`src/rtl/rv32_pkg.sv`:
```
// Shared RV32I decode types: opcodes, ALU/branch/memory-width encodings and the per-instruction control bundle.
// Nothing here holds state; the decode stage and immediate generator import it.
package rv32_pkg;

  localparam logic [6:0] OPC_LUI      = 7'b0110111;
  localparam logic [6:0] OPC_AUIPC    = 7'b0010111;
  localparam logic [6:0] OPC_JAL      = 7'b1101111;
  localparam logic [6:0] OPC_JALR     = 7'b1100111;
  localparam logic [6:0] OPC_BRANCH   = 7'b1100011;
  localparam logic [6:0] OPC_LOAD     = 7'b0000011;
  localparam logic [6:0] OPC_STORE    = 7'b0100011;
  localparam logic [6:0] OPC_OP_IMM   = 7'b0010011;
  localparam logic [6:0] OPC_OP       = 7'b0110011;
  localparam logic [6:0] OPC_MISC_MEM = 7'b0001111;
  localparam logic [6:0] OPC_SYSTEM   = 7'b1110011;

  typedef enum logic [3:0] {
    ALU_ADD, ALU_SUB, ALU_SLL, ALU_SLT, ALU_SLTU, ALU_XOR,
    ALU_SRL, ALU_SRA, ALU_OR, ALU_AND, ALU_SRC2
  } alu_op_t;

  // Nine distinct branch kinds, so the encoding needs four bits.
  typedef enum logic [3:0] {
    BR_NONE, BR_JAL, BR_JALR, BR_BEQ, BR_BNE, BR_BLT, BR_BGE, BR_BLTU, BR_BGEU
  } branch_op_t;

  typedef enum logic [1:0] {
    MEM_B = 2'd0, MEM_H = 2'd1, MEM_W = 2'd2
  } mem_width_t;

  typedef enum logic [2:0] {
    IMM_NONE, IMM_I, IMM_S, IMM_B, IMM_U, IMM_J
  } imm_fmt_t;

  typedef struct packed {
    logic       rd_write;
    logic       src1_pc;
    logic       src2_imm;
    logic       mem_read;
    logic       mem_write;
    logic [1:0] mem_width;
    logic       mem_unsigned;
    alu_op_t    alu_op;
    branch_op_t branch_op;
    imm_fmt_t   imm_fmt;
    logic       uses_rs1;
    logic       uses_rs2;
  } ctrl_t;

  // alt selects SUB for funct3=000 and SRA for funct3=101.
  function automatic alu_op_t alu_decode(input logic [2:0] funct3, input logic alt);
    alu_op_t op;
    case (funct3)
      3'b000:  op = alt ? ALU_SUB : ALU_ADD;
      3'b001:  op = ALU_SLL;
      3'b010:  op = ALU_SLT;
      3'b011:  op = ALU_SLTU;
      3'b100:  op = ALU_XOR;
      3'b101:  op = alt ? ALU_SRA : ALU_SRL;
      3'b110:  op = ALU_OR;
      default: op = ALU_AND;
    endcase
    return op;
  endfunction

endpackage

```
`src/rtl/rv32_imm_gen.sv`:
```
// Combinational RV32 immediate extraction and sign extension for the I/S/B/U/J formats.
// Zero latency, no flow control; formats without an immediate produce zero.
module rv32_imm_gen
  import rv32_pkg::*;
(
  input  logic [31:0] instr,
  input  imm_fmt_t    fmt,
  output logic [31:0] imm
);

  always_comb begin
    imm = 32'h0;
    case (fmt)
      IMM_I:   imm = {{21{instr[31]}}, instr[30:20]};
      IMM_S:   imm = {{21{instr[31]}}, instr[30:25], instr[11:7]};
      IMM_B:   imm = {{20{instr[31]}}, instr[7], instr[30:25], instr[11:8], 1'b0};
      IMM_U:   imm = {instr[31:12], 12'h000};
      IMM_J:   imm = {{12{instr[31]}}, instr[19:12], instr[20], instr[30:21], 1'b0};
      default: imm = 32'h0;
    endcase
  end

endmodule

```
`src/rtl/rv32_decode.sv`:
```
// RV32I decode stage: one-cycle registered decode aligned with register-file reads, one-bubble load-use interlock.
// stall_in freezes all outputs, flush_in kills the entering instruction; RV32_ILLEGAL_INSTR_EN adds illegal_out checks.
module rv32_decode
  import rv32_pkg::*;
#(
  parameter logic [31:0] RESET_PC = 32'h0000_0000
) (
  input  logic        clk,
  input  logic        reset,
  input  logic        stall_in,
  input  logic        flush_in,
  input  logic        valid_in,
  input  logic [31:0] pc_in,
  input  logic [31:0] instr_in,
  output logic [4:0]  rs1_unreg_out,
  output logic [4:0]  rs2_unreg_out,
  output logic        regs_stall_out,
  output logic        stall_out,
  output logic        valid_out,
  output logic [31:0] pc_out,
  output logic [4:0]  rs1_out,
  output logic [4:0]  rs2_out,
  output logic [4:0]  rd_out,
  output logic        rd_write_out,
  output logic [31:0] imm_out,
  output logic [3:0]  alu_op_out,
  output logic        src1_pc_out,
  output logic        src2_imm_out,
  output logic        mem_read_out,
  output logic        mem_write_out,
  output logic [1:0]  mem_width_out,
  output logic        mem_unsigned_out,
  output logic [3:0]  branch_op_out,
  output logic        illegal_out
);

  logic [6:0]  opcode;
  logic [2:0]  funct3;
  logic [4:0]  rs1, rs2, rd;
  logic [31:0] imm;
  ctrl_t       ctrl;
  logic        dec_kill;
  logic        hazard;
  logic        bubble;

  assign opcode = instr_in[6:0];
  assign funct3 = instr_in[14:12];
  assign rs1    = instr_in[19:15];
  assign rs2    = instr_in[24:20];
  assign rd     = instr_in[11:7];

  assign rs1_unreg_out  = rs1;
  assign rs2_unreg_out  = rs2;
  assign regs_stall_out = stall_in;

  always_comb begin
    ctrl           = '0;
    ctrl.alu_op    = ALU_ADD;
    ctrl.branch_op = BR_NONE;
    ctrl.imm_fmt   = IMM_NONE;
    ctrl.uses_rs1  = 1'b1;
    case (opcode)
      OPC_LUI: begin
        ctrl.uses_rs1 = 1'b0;
        ctrl.rd_write = 1'b1;
        ctrl.imm_fmt  = IMM_U;
        ctrl.src2_imm = 1'b1;
        ctrl.alu_op   = ALU_SRC2;
      end
      OPC_AUIPC: begin
        ctrl.uses_rs1 = 1'b0;
        ctrl.rd_write = 1'b1;
        ctrl.imm_fmt  = IMM_U;
        ctrl.src1_pc  = 1'b1;
        ctrl.src2_imm = 1'b1;
      end
      // Jumps: the ALU forms the link value pc+4, imm carries the target offset.
      OPC_JAL: begin
        ctrl.uses_rs1  = 1'b0;
        ctrl.rd_write  = 1'b1;
        ctrl.imm_fmt   = IMM_J;
        ctrl.src1_pc   = 1'b1;
        ctrl.branch_op = BR_JAL;
      end
      OPC_JALR: begin
        ctrl.rd_write  = 1'b1;
        ctrl.imm_fmt   = IMM_I;
        ctrl.src1_pc   = 1'b1;
        ctrl.branch_op = BR_JALR;
      end
      OPC_BRANCH: begin
        ctrl.uses_rs2 = 1'b1;
        ctrl.imm_fmt  = IMM_B;
        case (funct3)
          3'b000:  ctrl.branch_op = BR_BEQ;
          3'b001:  ctrl.branch_op = BR_BNE;
          3'b100:  ctrl.branch_op = BR_BLT;
          3'b101:  ctrl.branch_op = BR_BGE;
          3'b110:  ctrl.branch_op = BR_BLTU;
          3'b111:  ctrl.branch_op = BR_BGEU;
          default: ctrl.branch_op = BR_NONE;
        endcase
      end
      OPC_LOAD: begin
        ctrl.rd_write     = 1'b1;
        ctrl.imm_fmt      = IMM_I;
        ctrl.src2_imm     = 1'b1;
        ctrl.mem_read     = 1'b1;
        ctrl.mem_width    = funct3[1:0];
        ctrl.mem_unsigned = funct3[2];
      end
      OPC_STORE: begin
        ctrl.uses_rs2  = 1'b1;
        ctrl.imm_fmt   = IMM_S;
        ctrl.src2_imm  = 1'b1;
        ctrl.mem_write = 1'b1;
        ctrl.mem_width = funct3[1:0];
      end
      OPC_OP_IMM: begin
        ctrl.rd_write = 1'b1;
        ctrl.imm_fmt  = IMM_I;
        ctrl.src2_imm = 1'b1;
        ctrl.alu_op   = alu_decode(funct3, (funct3 == 3'b101) && instr_in[30]);
      end
      OPC_OP: begin
        ctrl.uses_rs2 = 1'b1;
        ctrl.rd_write = 1'b1;
        ctrl.alu_op   = alu_decode(funct3, instr_in[30]);
      end
      default: ;  // FENCE, SYSTEM and unknown opcodes pass through as NOPs
    endcase
  end

  rv32_imm_gen u_imm_gen (
    .instr (instr_in),
    .fmt   (ctrl.imm_fmt),
    .imm   (imm)
  );

  // Only a load still sitting in our output stage can collide; one bubble lets it reach MEM.
  assign hazard = valid_out && mem_read_out && (rd_out != 5'd0) && valid_in &&
                  ((ctrl.uses_rs1 && (rs1 == rd_out)) || (ctrl.uses_rs2 && (rs2 == rd_out)));
  assign stall_out = stall_in || (hazard && !flush_in);
  assign bubble    = flush_in || (!stall_in && hazard);

`ifdef RV32_ILLEGAL_INSTR_EN
  logic       illegal;
  logic [6:0] funct7;

  assign funct7 = instr_in[31:25];

  always_comb begin
    illegal = (instr_in[1:0] != 2'b11);
    case (opcode)
      OPC_LUI, OPC_AUIPC, OPC_JAL, OPC_JALR, OPC_MISC_MEM, OPC_SYSTEM: ;
      OPC_BRANCH: illegal |= funct3 inside {3'b010, 3'b011};
      OPC_LOAD:   illegal |= funct3 inside {3'b011, 3'b110, 3'b111};
      OPC_STORE:  illegal |= (funct3 > 3'b010);
      OPC_OP_IMM: begin
        if (funct3 == 3'b001)
          illegal |= (funct7 != 7'h00);
        else if (funct3 == 3'b101)
          illegal |= !(funct7 inside {7'h00, 7'h20});
      end
      OPC_OP: illegal |= !((funct7 == 7'h00) ||
                           ((funct7 == 7'h20) && (funct3 inside {3'b000, 3'b101})));
      default: illegal = 1'b1;
    endcase
  end

  assign dec_kill = illegal;

  always_ff @(posedge clk or posedge reset) begin
    if (reset)
      illegal_out <= 1'b0;
    else if (bubble)
      illegal_out <= 1'b0;
    else if (!stall_in)
      illegal_out <= valid_in && illegal;
  end
`else
  assign dec_kill    = 1'b0;
  assign illegal_out = 1'b0;
`endif

  always_ff @(posedge clk or posedge reset) begin
    if (reset) begin
      valid_out        <= 1'b0;
      pc_out           <= RESET_PC;
      rs1_out          <= 5'd0;
      rs2_out          <= 5'd0;
      rd_out           <= 5'd0;
      rd_write_out     <= 1'b0;
      imm_out          <= 32'h0;
      alu_op_out       <= ALU_ADD;
      src1_pc_out      <= 1'b0;
      src2_imm_out     <= 1'b0;
      mem_read_out     <= 1'b0;
      mem_write_out    <= 1'b0;
      mem_width_out    <= 2'd0;
      mem_unsigned_out <= 1'b0;
      branch_op_out    <= BR_NONE;
    end else if (bubble) begin
      valid_out     <= 1'b0;
      rd_write_out  <= 1'b0;
      mem_read_out  <= 1'b0;
      mem_write_out <= 1'b0;
      branch_op_out <= BR_NONE;
    end else if (!stall_in) begin
      valid_out        <= valid_in;
      pc_out           <= pc_in;
      rs1_out          <= rs1;
      rs2_out          <= rs2;
      rd_out           <= rd;
      imm_out          <= imm;
      alu_op_out       <= ctrl.alu_op;
      src1_pc_out      <= ctrl.src1_pc;
      src2_imm_out     <= ctrl.src2_imm;
      mem_width_out    <= ctrl.mem_width;
      mem_unsigned_out <= ctrl.mem_unsigned;
      rd_write_out     <= valid_in && !dec_kill && ctrl.rd_write && (rd != 5'd0);
      mem_read_out     <= valid_in && !dec_kill && ctrl.mem_read;
      mem_write_out    <= valid_in && !dec_kill && ctrl.mem_write;
      branch_op_out    <= valid_in ? ctrl.branch_op : BR_NONE;
    end
  end

endmodule

```
`config.mk`:
```
export PLATFORM = sky130hd
export DESIGN_NAME = rv32_decode
export DESIGN_NICKNAME = d
export VERILOG_FILES = /design/src/rtl/rv32_pkg.sv /design/src/rtl/rv32_imm_gen.sv /design/src/rtl/rv32_decode.sv
export SDC_FILE = /design/constraint.sdc
export NUM_CORES = 1
export LEC_CHECK = 0
export ABC_AREA = 1
export CORE_UTILIZATION = 41
export CTS_CLUSTER_SIZE = 24
export DETAILED_ROUTE_END_ITERATION = 8
export PLACE_DENSITY = 0.85
export SYNTH_ARGS = -nofsm -noshare
export SYNTH_HDL_FRONTEND = slang
export SYNTH_HIERARCHICAL = 1
export SYNTH_SLANG_ARGS = --single-unit
```
`constraint.sdc`:
```
create_clock -name clk -period 2.9 [get_ports clk]
set_clock_uncertainty 0.15 [all_clocks]
set_input_delay 0.435 -clock clk [delete_from_list [all_inputs] [get_ports clk]]
set_output_delay 0.435 -clock clk [all_outputs]
set_load 0.02 [all_outputs]
```
==> impl_metrics.env <==
export IMPL_status="finished clean"
export IMPL_layout_common_cells="nand2_1 (238), clkdlybuf4s50_1 (175), nand4_1 (104)"
export IMPL_peakVddDrop_v=0.000243
export IMPL_cts_root_buf="clkbuf_16"
export IMPL_clock_latency_ps=340
export IMPL_synth_mux_area_share_pct=0
export IMPL_synth_area_sq_um=5080
export IMPL_die_area_sq_um=12900
export IMPL_power_density_nw_per_um2=480
export IMPL_synth_fa_ha_area_share_pct=0
export IMPL_antenna_found_initial=0
export IMPL_pin_count=178
export IMPL_cts_sinks=96
export IMPL_port_buffers=176
export IMPL_synthToLayoutAreaGrowth_pct=45.8
export IMPL_fmax_mhz=367
export IMPL_cts_setup_buffers=0
export IMPL_synthSimpleGateAreaFrac_pct=40.5
export IMPL_synth_nets=729
export IMPL_path_class="primary input to output port"
export IMPL_arrival_ps=2140
export IMPL_use_met2_pct=37.0
export IMPL_ant_nets=0
export IMPL_overflow=0
export IMPL_hold_path_end="imm_out[12]$_DFFE_PP0P_"
export IMPL_r2r_start="rd_out[4]$_DFFE_PP0P_"
export IMPL_tightest_slew_ps=738
export IMPL_maxSlewHeadroom_pct=50.6
export IMPL_rr_worst_depth=9
export IMPL_grt_max_degree=98
export IMPL_hold_violations=0
export IMPL_synth_avg_cell_area_sq_um=7.70
export IMPL_synth_top_family_by_area="simple AND/OR/NAND/NOR gates"
export IMPL_drc_errors=0
export IMPL_wl_per_cell_um=15.7
export IMPL_drv_cap=0
export IMPL_die_h_um=113
export IMPL_worstHoldStart="imm_out[12]$_DFFE_PP0P_"
export IMPL_power_w=0.00356
export IMPL_gr_usage_all_layers_pct=24.3
export IMPL_fin_crit_sh_pct=93.9
export IMPL_fin_tns_setup_ps=0
export IMPL_firstDrtPassIters=5
export IMPL_synth_cell_types=28
export IMPL_gp_congestion=0.843
export IMPL_min_path_cells=2
export IMPL_n_antenna_cell=0
export IMPL_synth_cells=660
export IMPL_tritoncts="done"
export IMPL_initial_core_util_pct=42.2
export IMPL_cts_inserted_buffers=9
export IMPL_met3_usage_pct=3.86
export IMPL_viasPerCell=5.31
export IMPL_ys_seq_elements=96
export IMPL_timing_rr_end="branch_op_out[0]$_DFFE_PP0P_"
export IMPL_n_fill_cell=1038
export IMPL_wl_um=15700
export IMPL_grt_pass1_vias=4772
export IMPL_reg2reg_slack_ps=580
export IMPL_drv_slew=0
export IMPL_hpwl_um=10600
export IMPL_dpl_instance_area_sq_um=7110
export IMPL_clk_path_buf_depth=2
export IMPL_busiest_layer="met2"
export IMPL_vias=5314
export IMPL_synth_seq_area_share_pct=47.2
export IMPL_p_leak_nw=3.75
export IMPL_grt_pass1_wl_um=24500
export IMPL_startpoint_type="primary input"
export IMPL_min_path_type="flip-flop to flip-flop"
export IMPL_post_route_min_period_ps=2720
export IMPL_core_sq_um=12100
export IMPL_drive_gt1_share_pct=8.53
export IMPL_path_clk_slew_ps=60
export IMPL_met1_usage_pct=34.0
export IMPL_rsz0062_at_grt="false"
export IMPL_final_nets=897
export IMPL_layout_commonest_cell="nand2_1"
export IMPL_critPathCaptureType="output port"
export IMPL_setup_viol=0
export IMPL_crit_fanout=2
export IMPL_yosys_warnings=6
export IMPL_yosys_area_share_xor_xnor_pct=1.03
export IMPL_required_ps=2320
export IMPL_stdcell_area_sq_um=7410
export IMPL_die_w_um=113
export IMPL_htreeDepth=3
export IMPL_whs_ps=318
export IMPL_drtIter0Drc=515
export IMPL_rows=40
export IMPL_synth_compound_area_share_pct=1.38
==> per-layer routing <==
| metal | part of all wire [%] | vias up |
|---|---|---|
| li1 | - | 2536 |
| met1 | 43 | 2491 |
| met2 | 47 | 249 |
| met3 | 6.6 | 38 |
| met4 | 3.4 | 0 |
| met5 | 0 | - |
==> Yosys cell counts <==
library cell,count,area share [%]
dfrtp_1,96,47
o21ai_1,1,0.098
xor2_1,3,0.52
nand4_1,104,13
nand2_2,3,0.37
o21ai_0,6,0.59
nand3_1,63,6.2
clkbuf_1,26,1.9
o211ai_2,1,0.25
inv_2,5,0.37
o211ai_1,1,0.15
clkinv_1,1,0.074
buf_4,21,3.1
inv_1,29,2.1
xnor2_1,3,0.52
buf_2,9,0.89
nor2_1,30,2.2
a21oi_1,3,0.30
nand2_1,238,18
nand3b_1,1,0.15
nor4_1,2,0.25
buf_1,2,0.15
conb_1,1,0.074
nor2_4,1,0.22
nor3_1,3,0.30
nor2_2,1,0.12
nand3_4,1,0.34
buf_6,5,1.1
==> power by group <==
group	internal, W	switching, W
logic	0.000377	0.000436
clock network	0.000749	0.000491
registers	0.00144	0.0000683
==> through the flow <==
stage          cells  setup WS (ps)  util (%)
2_1_floorplan    660            551         -
3_3_place_gp     985          -62.7      58.9
3_5_place_dp     985           -107      58.9
4_1_cts         1000            173      61.4
5_1_grt         1000           43.2      61.5
6_report        1000            177      61.5
==> what timing repair did <==
| action | CTS | global route |
|---|---|---|
| resized for setup | 1 | 1 |
| endpoints found under the setup margin | 1 | 17 |
| hold buffers | 0 | 0 |
==> kinds of logic (layout without fill, tap and decap cells) <==
group | count (synthesis) | after routing
simple gates | 447 | 447
flops | 96 | 96
compound gates | 12 | 12
buf+inv | 98 | 270
other cells | 1 | 1
xor+xnor | 6 | 6
==> sequential cells by signal, summed over array words and instances, names as in the netlist <==
register and cells:
src2_imm_out 1, rs1_out 5, pc_out 32, valid_out 1, imm_out 32, rd_out 5
mem_width_out 2, mem_write_out 1, src1_pc_out 1, alu_op_out 4, mem_read_out 1, rd_write_out 1
branch_op_out 4, rs2_out 5, mem_unsigned_out 1
==> worst max-delay path by stage <==
stage | startpoint | to | slack (ps) | cells past startpoint
finish | instr_in[16] | stall_out | 180 | 9
global route | instr_in[23] | stall_out | 40 | 10
CTS | instr_in[1] | branch_op_out[0]$_DFFE_PP0P_ | 170 | 13
detailed placement | instr_in[6] | branch_op_out[0]$_DFFE_PP0P_ | -110 | 13
global placement | instr_in[6] | branch_op_out[0]$_DFFE_PP0P_ | -60 | 13
floorplan | instr_in[4] | stall_out | 550 | 11
==> worst max-delay path: stages <==
cell	delay, ps
clkdlybuf4s50_1	490
xnor2_1	120
nand2_1	80
nor2_1	180
nand3_1	120
nand2_1	120
nand2_4	50
o21ai_0	150
dlygate4sd2_1	380
==> area by class of cell <==
type	instances	area (sq um)	area share [%]
Tap cell	168	210	2.84
Clock buffer	11	233	3.14
Timing Repair Buffer	220	2170	29.3
Sequential cell	96	2400	32.4
Multi-Input combinational cell	466	2190	29.6
Clock inverter	4	70.1	0.945
Inverter	35	136	1.84
(Power assumes the default switching activity.)
